==> config.mk <==
export PLATFORM = sky130hd
export DESIGN_NAME = expand_a_ctrl_flat
export DESIGN_NICKNAME = d
export VERILOG_FILES = /design/src/rtl/expand_a_ctrl_pkg.sv /design/src/rtl/expand_a_ctrl_if.sv /design/src/rtl/expand_a_ctrl_dims.sv /design/src/rtl/expand_a_ctrl.sv /design/src/flat_wrapper.sv
export SDC_FILE = /design/constraint.sdc
export NUM_CORES = 1
export LEC_CHECK = 0
export ABC_AREA = 1
export BUFFER_PORTS_ARGS = -buffer_cell sky130_fd_sc_hd__buf_4
export CAP_MARGIN = 20
export CORE_ASPECT_RATIO = 0.5
export CORE_UTILIZATION = 40
export CTS_CLUSTER_SIZE = 16
export DETAILED_ROUTE_END_ITERATION = 12
export PLACE_DENSITY_LB_ADDON = 0.15
export SLEW_MARGIN = 20
export SYNTH_ARGS = -nofsm -noshare
export SYNTH_HDL_FRONTEND = slang
export SYNTH_SLANG_ARGS = --single-unit
==> constraint.sdc <==
create_clock -name i_clk -period 3.4 [get_ports i_clk]
set_input_delay 0.17 -clock i_clk [delete_from_list [all_inputs] [get_ports i_clk]]
set_output_delay 0.17 -clock i_clk [all_outputs]
set_load 0.01 [all_outputs]
==> src/rtl/expand_a_ctrl_pkg.sv <==
// Shared constants, types and FSM encodings for the ML-DSA ExpandA sequencer.
// ADDR_W is derived so that every {poly_idx, coef_idx} pair of the largest matrix fits.
package expand_a_ctrl_pkg;

    localparam int unsigned N      = 256;
    localparam int unsigned LOG_N  = $clog2(N);
    localparam int unsigned K_MAX  = 8;
    localparam int unsigned L_MAX  = 7;
    localparam int unsigned COEF_W = 24;
    localparam int unsigned POLY_W = $clog2(K_MAX * L_MAX);
    localparam int unsigned ADDR_W = POLY_W + LOG_N;
    localparam int unsigned DIM_W  = 4;
    localparam int unsigned RC_W   = 8;

    typedef enum logic [1:0] {
        LVL_44   = 2'd0,
        LVL_65   = 2'd1,
        LVL_87   = 2'd2,
        LVL_RSVD = 2'd3
    } level_e;

    typedef struct packed {
        logic [DIM_W-1:0] k;
        logic [DIM_W-1:0] l;
        logic             ok;
    } dims_t;

    localparam logic [2:0] ST_IDLE = 3'd0;
    localparam logic [2:0] ST_LOAD = 3'd1;
    localparam logic [2:0] ST_PROC = 3'd2;
    localparam logic [2:0] ST_WAIT = 3'd3;
    localparam logic [2:0] ST_DONE = 3'd4;

    function automatic logic [ADDR_W-1:0] coef_addr(input logic [POLY_W-1:0] poly,
                                                    input logic [LOG_N-1:0]  coef);
        return {poly, coef};
    endfunction

endpackage

==> src/rtl/expand_a_ctrl_if.sv <==
// Control, sampler handshake and A-matrix SRAM write port of the ExpandA sequencer.
// The controller uses the master modport; the surrounding environment uses slave.
interface expand_a_ctrl_if;
    import expand_a_ctrl_pkg::*;

    logic              start;
    logic              abort;
    level_e            level;
    logic              done_rej;
    logic              z_valid;
    logic [COEF_W-1:0] z_out;

    logic              start_rej;
    logic [RC_W-1:0]   row;
    logic [RC_W-1:0]   col;
    logic              busy;
    logic              done;
    logic              err;
    logic [ADDR_W-1:0] mem_a;
    logic [COEF_W-1:0] mem_d;
    logic              mem_web;

    modport master (
        input  start, abort, level, done_rej, z_valid, z_out,
        output start_rej, row, col, busy, done, err, mem_a, mem_d, mem_web
    );

    modport slave (
        output start, abort, level, done_rej, z_valid, z_out,
        input  start_rej, row, col, busy, done, err, mem_a, mem_d, mem_web
    );

endinterface

==> src/rtl/expand_a_ctrl_dims.sv <==
// Security level to matrix dimensions (K rows, L cols); purely combinational so the
// same decode can serve ExpandS/ExpandMask sequencers.
module expand_a_ctrl_dims
    import expand_a_ctrl_pkg::*;
(
    input  level_e i_level,
    output dims_t  o_dims
);

    always_comb begin
        o_dims = '0;
        unique case (i_level)
            LVL_44: begin
                o_dims.k  = DIM_W'(4);
                o_dims.l  = DIM_W'(4);
                o_dims.ok = 1'b1;
            end
            LVL_65: begin
                o_dims.k  = DIM_W'(6);
                o_dims.l  = DIM_W'(5);
                o_dims.ok = 1'b1;
            end
            LVL_87: begin
                o_dims.k  = DIM_W'(8);
                o_dims.l  = DIM_W'(7);
                o_dims.ok = 1'b1;
            end
            LVL_RSVD: o_dims.ok = 1'b0;
        endcase
    end

endmodule

==> src/rtl/expand_a_ctrl.sv <==
// ExpandA sequencer: walks the K x L matrix, pulses the rejection sampler per polynomial
// and streams accepted coefficients into the A-matrix SRAM through a registered write port.
module expand_a_ctrl
    import expand_a_ctrl_pkg::*;
(
    input  logic            i_clk,
    input  logic            i_rst,
    expand_a_ctrl_if.master io_bus
);

    logic [2:0]        r_state;
    logic [RC_W-1:0]   r_row;
    logic [RC_W-1:0]   r_col;
    logic [POLY_W-1:0] r_poly;
    logic [LOG_N-1:0]  r_coef;
    logic [DIM_W-1:0]  r_k;
    logic [DIM_W-1:0]  r_l;
    logic              r_err;
    logic              r_done;
    logic              r_mem_web;
    logic [ADDR_W-1:0] r_mem_a;
    logic [COEF_W-1:0] r_mem_d;

    dims_t w_dims;
    logic  w_last_col;
    logic  w_last_row;
    logic  w_last_coef;
    logic  w_write;
    logic  w_advance;

    expand_a_ctrl_dims u_dims (
        .i_level (io_bus.level),
        .o_dims  (w_dims)
    );

    assign w_last_col  = (r_col == {{(RC_W - DIM_W){1'b0}}, r_l - DIM_W'(1)});
    assign w_last_row  = (r_row == {{(RC_W - DIM_W){1'b0}}, r_k - DIM_W'(1)});
    assign w_last_coef = (r_coef == LOG_N'(N - 1));
    assign w_write     = (r_state == ST_PROC) && io_bus.z_valid;
    // A final coefficient arriving together with done_rej skips the WAIT state.
    assign w_advance   = io_bus.done_rej &&
                         ((r_state == ST_WAIT) || (w_write && w_last_coef));

    always_ff @(posedge i_clk) begin
        if (i_rst) begin
            r_state   <= ST_IDLE;
            r_row     <= '0;
            r_col     <= '0;
            r_poly    <= '0;
            r_coef    <= '0;
            r_k       <= '0;
            r_l       <= '0;
            r_err     <= 1'b0;
            r_done    <= 1'b0;
            r_mem_web <= 1'b1;
            r_mem_a   <= '0;
            r_mem_d   <= '0;
        end else begin
            r_done    <= 1'b0;
            r_mem_web <= 1'b1;
            if (io_bus.abort) begin
                r_state <= ST_IDLE;
            end else begin
                if (w_write) begin
                    r_mem_a   <= coef_addr(r_poly, r_coef);
                    r_mem_d   <= io_bus.z_out;
                    r_mem_web <= 1'b0;
                    r_coef    <= r_coef + 1'b1;
                end
                if (w_advance) begin
                    r_coef <= '0;
                    // The last (row,col) is left in place so it stays visible after the run.
                    if (w_last_row && w_last_col) begin
                        r_state <= ST_DONE;
                    end else begin
                        r_poly  <= r_poly + 1'b1;
                        r_state <= ST_LOAD;
                        if (w_last_col) begin
                            r_col <= '0;
                            r_row <= r_row + 1'b1;
                        end else begin
                            r_col <= r_col + 1'b1;
                        end
                    end
                end else begin
                    case (r_state)
                        ST_IDLE: begin
                            if (io_bus.start) begin
                                if (w_dims.ok) begin
                                    r_state <= ST_LOAD;
                                    r_err   <= 1'b0;
                                    r_row   <= '0;
                                    r_col   <= '0;
                                    r_poly  <= '0;
                                    r_coef  <= '0;
                                    r_k     <= w_dims.k;
                                    r_l     <= w_dims.l;
                                end else begin
                                    r_err  <= 1'b1;
                                    r_done <= 1'b1;
                                end
                            end
                        end
                        ST_LOAD: r_state <= ST_PROC;
                        ST_PROC: begin
                            if (w_write && w_last_coef) begin
                                r_state <= ST_WAIT;
                            end else if (io_bus.done_rej) begin
                                r_err   <= 1'b1;
                                r_state <= ST_DONE;
                            end
                        end
                        ST_WAIT: ;
                        ST_DONE: begin
                            r_done  <= 1'b1;
                            r_state <= ST_IDLE;
                        end
                        default: r_state <= ST_IDLE;
                    endcase
                end
            end
        end
    end

    assign io_bus.start_rej = (r_state == ST_LOAD);
    assign io_bus.row       = r_row;
    assign io_bus.col       = r_col;
    assign io_bus.busy      = (r_state != ST_IDLE);
    assign io_bus.done      = r_done;
    assign io_bus.err       = r_err;
    assign io_bus.mem_a     = r_mem_a;
    assign io_bus.mem_d     = r_mem_d;
    assign io_bus.mem_web   = r_mem_web;

endmodule
==> src/flat_wrapper.sv <==
// flat-port wrapper written by rule: the top's interface ports become plain ports
module expand_a_ctrl_flat import expand_a_ctrl_pkg::*;
  (i_clk, i_rst, io_bus_start, io_bus_abort, io_bus_level, io_bus_done_rej, io_bus_z_valid, io_bus_z_out, io_bus_start_rej, io_bus_row, io_bus_col, io_bus_busy, io_bus_done, io_bus_err, io_bus_mem_a, io_bus_mem_d, io_bus_mem_web);
  expand_a_ctrl_if io_bus_i ();
  input  logic i_clk;
  input  logic i_rst;
  input wire logic [$bits(io_bus_i.start)-1:0] io_bus_start;
  input wire logic [$bits(io_bus_i.abort)-1:0] io_bus_abort;
  input wire logic [$bits(io_bus_i.level)-1:0] io_bus_level;
  input wire logic [$bits(io_bus_i.done_rej)-1:0] io_bus_done_rej;
  input wire logic [$bits(io_bus_i.z_valid)-1:0] io_bus_z_valid;
  input wire logic [$bits(io_bus_i.z_out)-1:0] io_bus_z_out;
  output wire logic [$bits(io_bus_i.start_rej)-1:0] io_bus_start_rej;
  output wire logic [$bits(io_bus_i.row)-1:0] io_bus_row;
  output wire logic [$bits(io_bus_i.col)-1:0] io_bus_col;
  output wire logic [$bits(io_bus_i.busy)-1:0] io_bus_busy;
  output wire logic [$bits(io_bus_i.done)-1:0] io_bus_done;
  output wire logic [$bits(io_bus_i.err)-1:0] io_bus_err;
  output wire logic [$bits(io_bus_i.mem_a)-1:0] io_bus_mem_a;
  output wire logic [$bits(io_bus_i.mem_d)-1:0] io_bus_mem_d;
  output wire logic [$bits(io_bus_i.mem_web)-1:0] io_bus_mem_web;
  assign io_bus_i.start = io_bus_start;
  assign io_bus_i.abort = io_bus_abort;
  assign io_bus_i.level = io_bus_level;
  assign io_bus_i.done_rej = io_bus_done_rej;
  assign io_bus_i.z_valid = io_bus_z_valid;
  assign io_bus_i.z_out = io_bus_z_out;
  assign io_bus_start_rej = io_bus_i.start_rej;
  assign io_bus_row = io_bus_i.row;
  assign io_bus_col = io_bus_i.col;
  assign io_bus_busy = io_bus_i.busy;
  assign io_bus_done = io_bus_i.done;
  assign io_bus_err = io_bus_i.err;
  assign io_bus_mem_a = io_bus_i.mem_a;
  assign io_bus_mem_d = io_bus_i.mem_d;
  assign io_bus_mem_web = io_bus_i.mem_web;
  expand_a_ctrl u_core (.i_clk(i_clk), .i_rst(i_rst), .io_bus(io_bus_i));
endmodule
==> reports/summary.md <==
Floorplanning
- IO Pins: 91
- y dimension of the die: 71.45 um
- x dimension of the die: 140.9 um
- Placeable Area: 0.009039 mm^2
- die area: 0.01007 mm^2
- initial standard-cell utilization of the core: 42.69%
- placement row count: 24

Critical path
- category of the worst setup path capture point: flop
- Crit. Startpoint: u_core.r_coef[1]$_SDFFE_PP0N_
- critical path required time: 3.63 ns
- category of the critical setup timing path: reg -> reg
- delay of the slowest cell on the worst path: 0.40 ns
- Critical R2R Launch: u_core.r_coef[1]$_SDFFE_PP0N_
- CP cell instances: ha_1, nand2_1, nor2_1, nand2_1, o21ai_2, nand2_2, inv_2, nand2_2, nand2_2, nand3_4, o21ai_2, inv_1
- slowest library cell on the worst path: sky130_fd_sc_hd__dfxtp_1
- number of buffers and inverters on the critical path: 2
- cell class contributing the biggest share of worst-path delay: simple AND/OR/NAND/NOR gates
- Top cell by count, worst path: sky130_fd_sc_hd__nand2_2
- Max Fanout on Critical Path: 18
- crit start category: flop
- CP Data Arrival Time: 2.59 ns

Pwr
- fraction of power consumed by combinational cells: 10.8%
- power after layout: 2.145 mW
- Peak supply drop: 0.2340 mV
- Net Sw Power: 0.5766 mW
- leakage component of the power: 2.333 nW
- Clk pwr share: 44.0%
- design internal power: 1.568 mW
- areal power density over the cells: 436.6 mW/mm^2
- proportion of power drawn by flip-flops and latches: 45.1%
- Sw Ratio: 26.89%

Placed design
- count of buffers from port buffering: 90
- weighted congestion at the end of routability-driven global placement: 0.9148
- sum of net half-perimeters after detailed placement: 6515 um
- post-placement cell area: 0.004623 mm^2

GRT
- first-pass GRT wire length: 15730 um
- largest net degree at the start of global routing: 59
- grt total ovfl: 0
- initial antenna violation count: 0
- via count of the first global-routing pass: 3339
- overall routing resource usage: 19.88%

Timing
- RSZ-0062 raised after global routing: false
- transition time at the pin with the least slew margin: 0.6466 ns
- final hold violation count: 0
- peak clock frequency supported by timing: 0.4247 GHz
- setup tns final: 0 ns
- Slew Limit Fails: 0
- final setup violating endpoints: 0
- post-route clock skew: 0.008938 ns
- worst slew margin relative to its limit: 56.83%
- part of the cycle the worst path needs: 69.25%
- min cycle time layout: 2.355 ns

Detailed routing
- overall routed net length: 9548 um
- via density per instance: 4.803
- residual DRC count: 0
- detailed-router iteration count before antenna repair: 4
- total via count after detailed routing: 3732
- routed length per instance: 12.29 um
- number of routed nets with antenna violations: 0
- drt initial violations: 238

Final layout
- area growth from synthesis to layout: 27.30%
- antenna fix cells: 0
- commonest cells after routing, fill and taps aside: 117 x sky130_fd_sc_hd__nor2_1, 100 x sky130_fd_sc_hd__nand2_1, 92 x sky130_fd_sc_hd__buf_4
- post-route standard cell area excluding fillers: 0.004912 mm^2
- most common cell after layout, fill and taps aside: sky130_fd_sc_hd__nor2_1
- ratio of cells with drive above 1 in the final layout: 19.78%
- Layout Nets: 686
- final core utilization: 54.35%

Clock tree
- number of buffers added to fix hold violations after cts: 0
- Root Buffer Master: sky130_fd_sc_hd__clkbuf_16
- clock edge transition at the registers on the reported setup and hold paths: 0.06 ns
- CTS H-tree lvls: 3
- number of clock sinks: 79
- clock latency on the worst-skew pair: 0.34 ns
- number of resized instances in the post-cts repair step: 0
- buffers inserted by post-CTS timing repair: 0
- number of clock buffers inserted by TritonCTS: 9
- clock tree from TritonCTS: yes
- buffer levels on the longest clock path: 2

Logic synthesis
- average instance area after synthesis: 6.915 um^2
- Synth Cell Area: 0.003859 mm^2
- count of mapped cells out of synthesis: 558
- number of register bits inferred by synthesis: 79
- Ys Warns: 0
- number of nets in the synthesized netlist: 602
- number of library cell types mapped by synthesis: 32
- post-synthesis sequential area ratio: 40.99%

Hold path
- class of the tightest hold or removal check: in -> reg
- Hold Startpoint: io_bus_z_out[18]

Outcome
- outcome: completed

Flow run
- maxcap violations: 0

## final timing paths
kind | to | slack [ns] | depth (start not counted)
max | u_core.r_poly[0]$_SDFFE_PP0P_ | 1.05 | 12
min reg2reg | u_core.io_bus.mem_a[4]$_SDFFE_PP0P_ | 0.47 | 2
max reg2reg | u_core.r_poly[0]$_SDFFE_PP0P_ | 1.05 | 12
min | u_core.io_bus.mem_d[18]$_SDFFE_PP0P_ | 0.05 | 3
## power by group through the flow
stage / logic (mW) / clock network, mW / registers, mW
final: 0.232 / 0.944 / 0.968
after global routing: 0.260 / 1.00 / 0.971
after CTS: 0.232 / 0.967 / 0.968
after detailed placement: 0.230 / 0 / 0.989
after global placement: 0.231 / 0 / 0.989
after floorplan: 0.136 / 0 / 0.992
## sequential cells by signal, summed over array words and instances (netlist names)
name / flops
u_core.io_bus.col: 8
u_core.io_bus.done: 1
u_core.io_bus.err: 1
u_core.io_bus.mem_a: 14
u_core.io_bus.mem_d: 24
u_core.io_bus.mem_web: 1
u_core.io_bus.row: 8
u_core.r_coef: 8
u_core.r_k: 2
u_core.r_l: 3
u_core.r_poly: 6
u_core.r_state: 3
## per-layer routing
layer	routed length (um)	GRT usage [%]	vias to the layer above
met2	3811	28.86	98
met3	726	7.553	10
met4	108	6.763	0
met5	0	0	-
met1	4901	27.07	1653
li1	-	-	1971
## cell families (layout without fill, tap and decap cells)
family,Yosys count,count (layout),share of synthesized area [%]
and+or+nand+nor,287,287,32.17
AOI/OAI and AO/OA,94,94,13.04
DFF,79,79,40.99
buffers and inverters,78,167,8.106
adders and majority gates,12,12,3.891
xor gates and xnor gates,8,8,1.816
## cells in the mapped netlist
library cell / number / area, um^2
sky130_fd_sc_hd__nor2_1: 118 / 442.9
sky130_fd_sc_hd__nand2_1: 100 / 375.4
sky130_fd_sc_hd__dfxtp_1: 79 / 1582
sky130_fd_sc_hd__inv_1: 55 / 206.5
sky130_fd_sc_hd__o21ai_0: 51 / 255.2
sky130_fd_sc_hd__a21oi_1: 34 / 170.2
sky130_fd_sc_hd__nand3_1: 27 / 135.1
sky130_fd_sc_hd__clkbuf_1: 12 / 45.04
sky130_fd_sc_hd__ha_1: 12 / 150.1
sky130_fd_sc_hd__nand4_1: 12 / 75.07
sky130_fd_sc_hd__nor3_1: 8 / 40.04
sky130_fd_sc_hd__xor2_1: 8 / 70.07
sky130_fd_sc_hd__nor3b_1: 5 / 37.54
sky130_fd_sc_hd__buf_2: 4 / 20.02
sky130_fd_sc_hd__inv_2: 4 / 15.01
sky130_fd_sc_hd__nand2_2: 4 / 25.02
sky130_fd_sc_hd__nor4_1: 3 / 18.77
sky130_fd_sc_hd__o21ai_2: 3 / 26.28
sky130_fd_sc_hd__or2_2: 3 / 18.77
sky130_fd_sc_hd__buf_6: 2 / 22.52
sky130_fd_sc_hd__nand3_4: 2 / 35.03
sky130_fd_sc_hd__nand3b_1: 2 / 15.01
sky130_fd_sc_hd__a21oi_4: 1 / 16.27
sky130_fd_sc_hd__a31oi_1: 1 / 6.260
sky130_fd_sc_hd__a32o_1: 1 / 10.01
sky130_fd_sc_hd__and2_1: 1 / 6.260
sky130_fd_sc_hd__buf_1: 1 / 3.750
sky130_fd_sc_hd__nand3_2: 1 / 10.01
sky130_fd_sc_hd__nor2_2: 1 / 6.260
sky130_fd_sc_hd__o211ai_1: 1 / 7.510
sky130_fd_sc_hd__o21ai_1: 1 / 5.000
sky130_fd_sc_hd__o22ai_1: 1 / 6.260
## cell type report
cell class	count	area, um^2
tap	130	162.7
fill	889	4126
timing repair buffer	92	690.7
inverter	59	221.5
clock inverter	6	50.05
clock buffer	10	239.0
multi-input combinational	401	1967
sequential	79	1582
## per-stage QoR
stage	std cells	hold WS, ns	setup slack (ns)
finish	777	0.04983	1.045
global route	777	0.04627	0.8255
CTS	777	0.03820	1.051
detailed placement	761	0.3991	1.049
global placement	761	0.3919	1.142
floorplan	558	0.2391	1.536
## worst register-to-register path, cell delays in order, from the launching register on
cell,delay [ns]
sky130_fd_sc_hd__dfxtp_1,0.40
sky130_fd_sc_hd__ha_1,0.21
sky130_fd_sc_hd__nand2_1,0.07
sky130_fd_sc_hd__nor2_1,0.09
sky130_fd_sc_hd__nand2_1,0.09
sky130_fd_sc_hd__o21ai_2,0.13
sky130_fd_sc_hd__nand2_2,0.22
sky130_fd_sc_hd__inv_2,0.32
sky130_fd_sc_hd__nand2_2,0.13
sky130_fd_sc_hd__nand2_2,0.13
sky130_fd_sc_hd__nand3_4,0.22
sky130_fd_sc_hd__o21ai_2,0.18
sky130_fd_sc_hd__inv_1,0.04
Power figures use the tool's default switching activity.
